File: config.mk
export PLATFORM = sky130hd
export DESIGN_NAME = data_bus_arbiter
export DESIGN_NICKNAME = d
export VERILOG_FILES = /design/src/rtl/data_bus_arbiter.sv
export SDC_FILE = /design/constraint.sdc
export NUM_CORES = 1
export LEC_CHECK = 0
export ABC_CLOCK_PERIOD_IN_PS = 2470
export CAP_MARGIN = 25
export CORE_AREA = 2 2 121 123
export DETAILED_ROUTE_END_ITERATION = 7
export DIE_AREA = 0 0 123 125
export DONT_BUFFER_PORTS = 1
export PLACE_DENSITY = 0.3
export SLEW_MARGIN = 20
export SYNTH_ARGS = -nofsm -noshare
export SYNTH_HDL_FRONTEND = slang
export SYNTH_SLANG_ARGS = --single-unit
File: constraint.sdc
create_clock -name clk -period 2.47 [get_ports clk]
set_clock_uncertainty 0.1 [all_clocks]
set_input_delay 0.247 -clock clk [delete_from_list [all_inputs] [get_ports clk]]
set_output_delay 0.247 -clock clk [all_outputs]
set_load 0.1 [all_outputs]
File: src/rtl/data_bus_arbiter.sv
// rtl/data_bus_arbiter.sv - round-robin 2:1 arbiter for the shared SRAM-like data port
module data_bus_arbiter #(
    parameter int MAX_OUTSTANDING = 2
) (
    input  logic        clk,
    input  logic        reset,
    input  logic        ram_data_req,
    input  logic        ram_data_wr,
    input  logic [1:0]  ram_data_size,
    input  logic [31:0] ram_data_addr,
    input  logic [31:0] ram_data_wdata,
    output logic [31:0] ram_data_rdata,
    output logic        ram_data_addr_ok,
    output logic        ram_data_data_ok,
    input  logic        conf_data_req,
    input  logic        conf_data_wr,
    input  logic [1:0]  conf_data_size,
    input  logic [31:0] conf_data_addr,
    input  logic [31:0] conf_data_wdata,
    output logic [31:0] conf_data_rdata,
    output logic        conf_data_addr_ok,
    output logic        conf_data_data_ok,
    output logic        wrap_data_req,
    output logic        wrap_data_wr,
    output logic [1:0]  wrap_data_size,
    output logic [31:0] wrap_data_addr,
    output logic [31:0] wrap_data_wdata,
    input  logic [31:0] wrap_data_rdata,
    input  logic        wrap_data_addr_ok,
    input  logic        wrap_data_data_ok
);

    localparam logic [1:0] MAX_CNT = 2'(MAX_OUTSTANDING);

    // IDLE: port follows the live pick; OWNED: port locked to owner_q
    typedef enum logic {
        IDLE  = 1'b0,
        OWNED = 1'b1
    } state_e;

    state_e      state_q, state_d;
    logic        owner_q, owner_d;
    logic [1:0]  cnt_q, cnt_d;
    logic        last_q, last_d;

    logic        pick;
    logic        sel;
    logic        sel_req;
    logic        accept;
    logic        retire;

    // Round-robin pick: a tie goes to the master not granted last
    always_comb begin
        pick = 1'b0;
        if (ram_data_req && conf_data_req) begin
            pick = ~last_q;
        end else if (conf_data_req) begin
            pick = 1'b1;
        end
    end

    assign sel     = (state_q == OWNED) ? owner_q : pick;
    assign sel_req = sel ? conf_data_req : ram_data_req;

    assign wrap_data_req   = sel_req && (cnt_q < MAX_CNT);
    assign wrap_data_wr    = sel ? conf_data_wr    : ram_data_wr;
    assign wrap_data_size  = sel ? conf_data_size  : ram_data_size;
    assign wrap_data_addr  = sel ? conf_data_addr  : ram_data_addr;
    assign wrap_data_wdata = sel ? conf_data_wdata : ram_data_wdata;

    assign accept = wrap_data_req && wrap_data_addr_ok;
    // A data_ok with nothing outstanding is a slave protocol error and is dropped
    assign retire = wrap_data_data_ok && (cnt_q != 2'd0);

    assign ram_data_addr_ok  = accept && !sel;
    assign conf_data_addr_ok = accept && sel;

    assign ram_data_data_ok  = retire && !owner_q;
    assign conf_data_data_ok = retire && owner_q;
    assign ram_data_rdata    = (retire && !owner_q) ? wrap_data_rdata : 32'd0;
    assign conf_data_rdata   = (retire && owner_q)  ? wrap_data_rdata : 32'd0;

    // Next state: stay owned while anything is in flight or a forwarded request is still waiting
    always_comb begin
        cnt_d   = cnt_q + {1'b0, accept} - {1'b0, retire};
        state_d = ((cnt_d != 2'd0) || (wrap_data_req && !wrap_data_addr_ok)) ? OWNED : IDLE;
        owner_d = (state_q == OWNED) ? owner_q : pick;
        last_d  = accept ? sel : last_q;
    end

    // State registers; last_q resets to conf so the first tie goes to ram
    always_ff @(posedge clk or posedge reset) begin
        if (reset) begin
            state_q <= IDLE;
            owner_q <= 1'b0;
            cnt_q   <= 2'd0;
            last_q  <= 1'b1;
        end else begin
            state_q <= state_d;
            owner_q <= owner_d;
            cnt_q   <= cnt_d;
            last_q  <= last_d;
        end
    end

endmodule
==> flow_metrics.tcl, run 1 <==
set metrics [dict create \
    grt_pass1_vias 1898 \
    grt_pass1_wl_mm 12.0 \
    post_cts_buffers 0 \
    die_w_microns 123 \
    synth_top_area_cell "mux2_2" \
    grt_overflow 0 \
    pin_count 308 \
    root_buffer "clkbuf_16" \
    routed_via_density 3.86 \
    maxCapViolCount 0 \
    setup_tns_ns 0 \
    ys.warnings.count 0 \
    synth_seq_cells 5 \
    drive_gt1_frac 0.732 \
    postRouteWirelength_mm 8.98 \
    synth_edf_count 0 \
    diodes 0 \
    fmax_ghz 0.432 \
    post-synth-top-area-fraction 0.415 \
    die_h_microns 125 \
    finalMaxSlewViolations 0 \
    clkTransAtPathRegs_ns 0.03 \
    syn_inst 177 \
    synth_top_family_by_area "multiplexers" \
    ys_seq_area_frac 0.0790 \
    htreeDepth 1 \
    synth-adder-area-share 0.0156 \
    worst_pin_slew_ns 0.516 \
    rsz0062_at_grt "false" \
    yosysUniqueCellTypes 22 \
    dieArea_sq_um 15400 \
    cp-end-kind "primary output" \
    crit_path_max_fanout 35 \
    cts_buffers 3 \
    initial_core_util 0.113 \
    avgSynthCellArea_sq_um 9.04 \
    grt_antenna_before_repair 0 \
    insertion_delay_ns 0.22 \
    yosys.area_share.simple 0.271 \
    dominantRegCellSynth "dfrtp_1" \
    critPathArrivalTime_ns 1.97 \
    first_pass_iters 3 \
    place_congestion 0.777 \
    worstSetupPathType "reg -> out" \
    area_growth_pct 175 \
    worstHoldPathType "in -> reg" \
    synth_xor_area_frac 0.0109 \
    rows 44 \
    hpwl_mm 7.77 \
    first_iter_violations 27 \
    async_flop_share 1.00 \
    cts.sinks 5 \
    slew_headroom 0.658 \
    finalSetupViolCount 0 \
    synth_nets 351 \
    hold_violations 0 \
    clk_path_buf_depth 2 \
    period_share 0.938 \
    grt_max_degree 70 \
    critPathLaunchType "flop" \
    post-synth-top-count-cell "mux2_2" \
    status "finished, final reports clean" \
    drcViolationCount 0 \
    synth_compound_area_frac 0.0430 \
    routedWlPerCell_microns 18.8 \
    worstPathRequired_ns 2.12 \
    period_minus_slack_ns 2.32 \
    nNetsFinal 470 \
    ant_nets 0 \
    hold_path_depth 2 \
    routed-via-count 1850 \
    synth.area.mux_share 0.506 \
    track_usage 0.102 \
    synthTopCellsByCount "mux2_2 (59), and2_1 (35), and3_1 (32)" \
    core-area_sq_um 14200 \
    netlist_top_cells_area "mux2_2 (42%), and2_1 (14%), and3_1 (13%), mux2_4 (8.4%), dfrtp_1 (6.3%)" \
    cts_tree "built" \
    syn_area_sq_um 1600 \
    numPortBuffers 0 \
    worst-r2r-cell-count 9 \
]
## final cells by class
type / count / area [sq um]
clock buffer: 4 / 78.8
fill: 1439 / 9800
inverter: 5 / 18.8
multi-input combinational: 149 / 1390
sequential: 5 / 126
tap: 184 / 230
timing repair buffer: 132 / 2560
## cell families after synthesis
logic type	after synthesis
XOR/XNOR	2
flip-flops	5
AO/OA/AOI/OAI	6
buffers and inverters	23
adder cells (fa/ha/maj)	2
multiplexers	69
AND/OR/NAND/NOR	70
## sequential cells by signal, indices dropped and copies added (netlist names)
name,cells
owner_q,1
last_q,1
cnt_q,2
state_q,1
## metrics by stage
step / hold slack, ns / setup slack, ns / cells / instance area (sq um) / util
2_1_floorplan: -0.0752 / 0.0259 / 177 / 1620 / -
3_3_place_gp: -0.0537 / 0.245 / 472 / 4260 / 0.300
3_5_place_dp: -0.0456 / 0.145 / 472 / 4260 / 0.300
4_1_cts: 0.223 / 0.0496 / 477 / 4350 / 0.306
5_1_grt: 0.224 / 0.0167 / 479 / 4400 / 0.310
6_report: 0.216 / 0.154 / 479 / 4400 / 0.310
## layer usage
metal | up-vias | part of all wire | GRT usage
met5 | - | 0 | 0
met4 | 0 | 0 | 0.0120
met3 | 0 | 0.10 | 0.0205
met2 | 158 | 0.58 | 0.210
met1 | 831 | 0.32 | 0.106
li1 | 861 | - | -
## path summary, 6_finish.rpt
kind / from / to / slack [ns]
worst min-delay path: wrap_data_addr_ok / state_q$_DFF_PP0_ / 0.22
worst min register to register: cnt_q[0]$_DFF_PP0_ / cnt_q[0]$_DFF_PP0_ / 0.44
max in group asynchronous: reset / last_q$_DFFE_PP1P_ / 1.76
worst max register to register: owner_q$_DFF_PP0_ / state_q$_DFF_PP0_ / 0.16
min in group asynchronous: reset / cnt_q[0]$_DFF_PP0_ / 0.27
worst max-delay path: owner_q$_DFF_PP0_ / wrap_data_addr[18] / 0.15
## worst max-delay path, cell delays in order (launching register included)
cell and delay, ns:
dfrtp_1 0.39, buf_4 0.24, nand2_1 0.11, o21a_4 0.18, buf_6 0.25, mux2_2 0.39
buf_12 0.17
## what timing repair did
item / CTS / global route
hold buffers: 1 / 0
resized for setup: 0 / 2
endpoints found under the hold margin: 5 / 0
setup endpoints to repair: 0 / 53
## cell usage in the layout (no fill, tap or decap)
cell type / count
buf_12: 122
mux2_2: 59
and3_1: 32
and2_1: 26
and2_2: 9
mux2_4: 9
buf_4: 6
inv_1: 5
clkbuf_16: 4
dfrtp_1: 4
xnor2_1: 2
ha_1: 2
o21a_1: 1
and2b_2: 1
a21bo_1: 1
nand2_1: 1
o21a_4: 1
mux2i_1: 1
nor2_1: 1
a2111oi_4: 1
a211oi_4: 1
a211o_1: 1
clkbuf_1: 1
buf_6: 1
dlygate4sd3_1: 1
dfstp_2: 1
buf_16: 1
Power of run 1 is left out: the tool's default activity adds up to more than one toggle a clock period on the data nets, which glitch-free logic cannot reach.
==> inputs of run 2 (changes only) <==
Settings changed: PLACE_DENSITY 0.3 to unset.
==> run 2 against run 1 <==
- final cell count shrank 0.63%
- utilization down 0.58 points
- hold slack got worse by 0.028 ns
- non-clock buffer count down 3
- wire length fell by 6.9%
- highest routed layer is now met5
==> flow_metrics.tcl, run 2 (same netlist as run 1, synthesis figures left out) <==
set metrics [dict create \
    worst_pin_slew_ns 0.523 \
    setup_tns_ns 0 \
    rsz0062_at_grt "false" \
    routed-via-count 1890 \
    place_congestion 0.959 \
    grt_overflow 0 \
    first_iter_violations 30 \
    ant_nets 0 \
    root_buffer "clkbuf_16" \
    worstSetupPathType "reg -> out" \
    worstPathRequired_ns 2.12 \
    worstHoldPathType "in -> reg" \
    fin_ws_ns 0.136 \
    critPathLaunchType "flop" \
    maxCapViolCount 0 \
    design_area_sq_um 4320 \
    track_usage 0.102 \
    hold_violations 0 \
    ctsHoldBuffers 1 \
    clk_path_buf_depth 2 \
    period_share 0.945 \
    critPathArrivalTime_ns 1.99 \
    layout_commonest_cell "buf_12" \
    post_cts_buffers 0 \
    most-common-layout-cells "buf_12 (121), mux2_2 (59), and3_1 (32), and2_1 (26)" \
    clkTransAtPathRegs_ns 0.03 \
    fmax_ghz 0.428 \
    initial_core_util 0.113 \
    cts_tree "built" \
    regMostFlops "cnt_q" \
    finalSetupViolCount 0 \
    slew_headroom 0.653 \
    area_growth_pct 170 \
    crit_path_max_fanout 48 \
    cts.sinks 5 \
    pin_count 308 \
    routedWlPerCell_microns 17.6 \
    htreeDepth 1 \
    core-area_sq_um 14200 \
    period_minus_slack_ns 2.33 \
    nNetsFinal 467 \
    largest_reg_flops 2 \
    routed_via_density 3.97 \
    grt_antenna_before_repair 1 \
    drcViolationCount 0 \
    hpwl_mm 7.68 \
    numPortBuffers 0 \
    status "finished, final reports clean" \
    dieArea_sq_um 15400 \
    first_pass_iters 4 \
    grt_pass1_vias 2049 \
    fin_cells 476 \
    cts_buffers 3 \
    rows 44 \
    dpl_cell_area_sq_um 4230 \
    die_w_microns 123 \
    insertion_delay_ns 0.23 \
    place_worst_setup_slack_ns 0.139 \
    place_inst 471 \
    grt_pass1_wl_mm 12.2 \
    grt_max_degree 49 \
    postRouteWirelength_mm 8.37 \
    ctsResizeCount 0 \
    finalMaxSlewViolations 0 \
    drive_gt1_frac 0.729 \
    cp-end-kind "primary output" \
    diodes 0 \
    die_h_microns 125 \
]
-- run 2: cell count changes in the layout (fill, tap and decap cells not counted), sizes merged --
cell / before / now
buf: 130 / 128
clkbuf: 5 / 4
-- run 2: cell type report --
| cell class | count | area (sq um) |
|---|---|---|
| Multi-Input combinational cell | 149 | 1380 |
| Tap cell | 184 | 230 |
| Clock buffer | 4 | 78.8 |
| Fill cell | 1429 | 9880 |
| Inverter | 5 | 18.8 |
| Sequential cell | 5 | 126 |
| Timing Repair Buffer | 129 | 2480 |
-- run 2: metrics by stage --
stage / hold WS, ns / util
floorplan: -0.0752 / -
global placement: -0.0556 / 0.298
detailed placement: -0.0421 / 0.298
CTS: 0.193 / 0.304
global route: 0.208 / 0.304
finish: 0.188 / 0.304
-- run 2: worst max-delay path: stages (launching register included) --
cell	delay [ns]
dfrtp_1	0.38
buf_4	0.23
nand2_1	0.09
o21a_2	0.19
buf_12	0.25
mux2_2	0.41
buf_12	0.17
-- run 2: final timing paths --
path	startpoint	to	slack, ns	cells past startpoint
max	owner_q$_DFF_PP0_	wrap_data_addr[10]	0.14	6
min	wrap_data_addr_ok	state_q$_DFF_PP0_	0.19	2
max reg2reg	owner_q$_DFF_PP0_	state_q$_DFF_PP0_	0.16	9
min reg2reg	cnt_q[0]$_DFF_PP0_	cnt_q[0]$_DFF_PP0_	0.45	1
max in group asynchronous	reset	last_q$_DFFE_PP1P_	1.75	2
min in group asynchronous	reset	state_q$_DFF_PP0_	0.27	2
-- run 2: metal layers --
| metal | vias up | track usage | wire [microns] |
|---|---|---|---|
| met5 | - | 0 | 11 |
| met4 | 2 | 0.0294 | 169 |
| met3 | 10 | 0.0338 | 953 |
| met2 | 160 | 0.192 | 4550 |
| met1 | 866 | 0.106 | 2690 |
| li1 | 852 | - | - |
Power of run 2 is left out for the same reason.
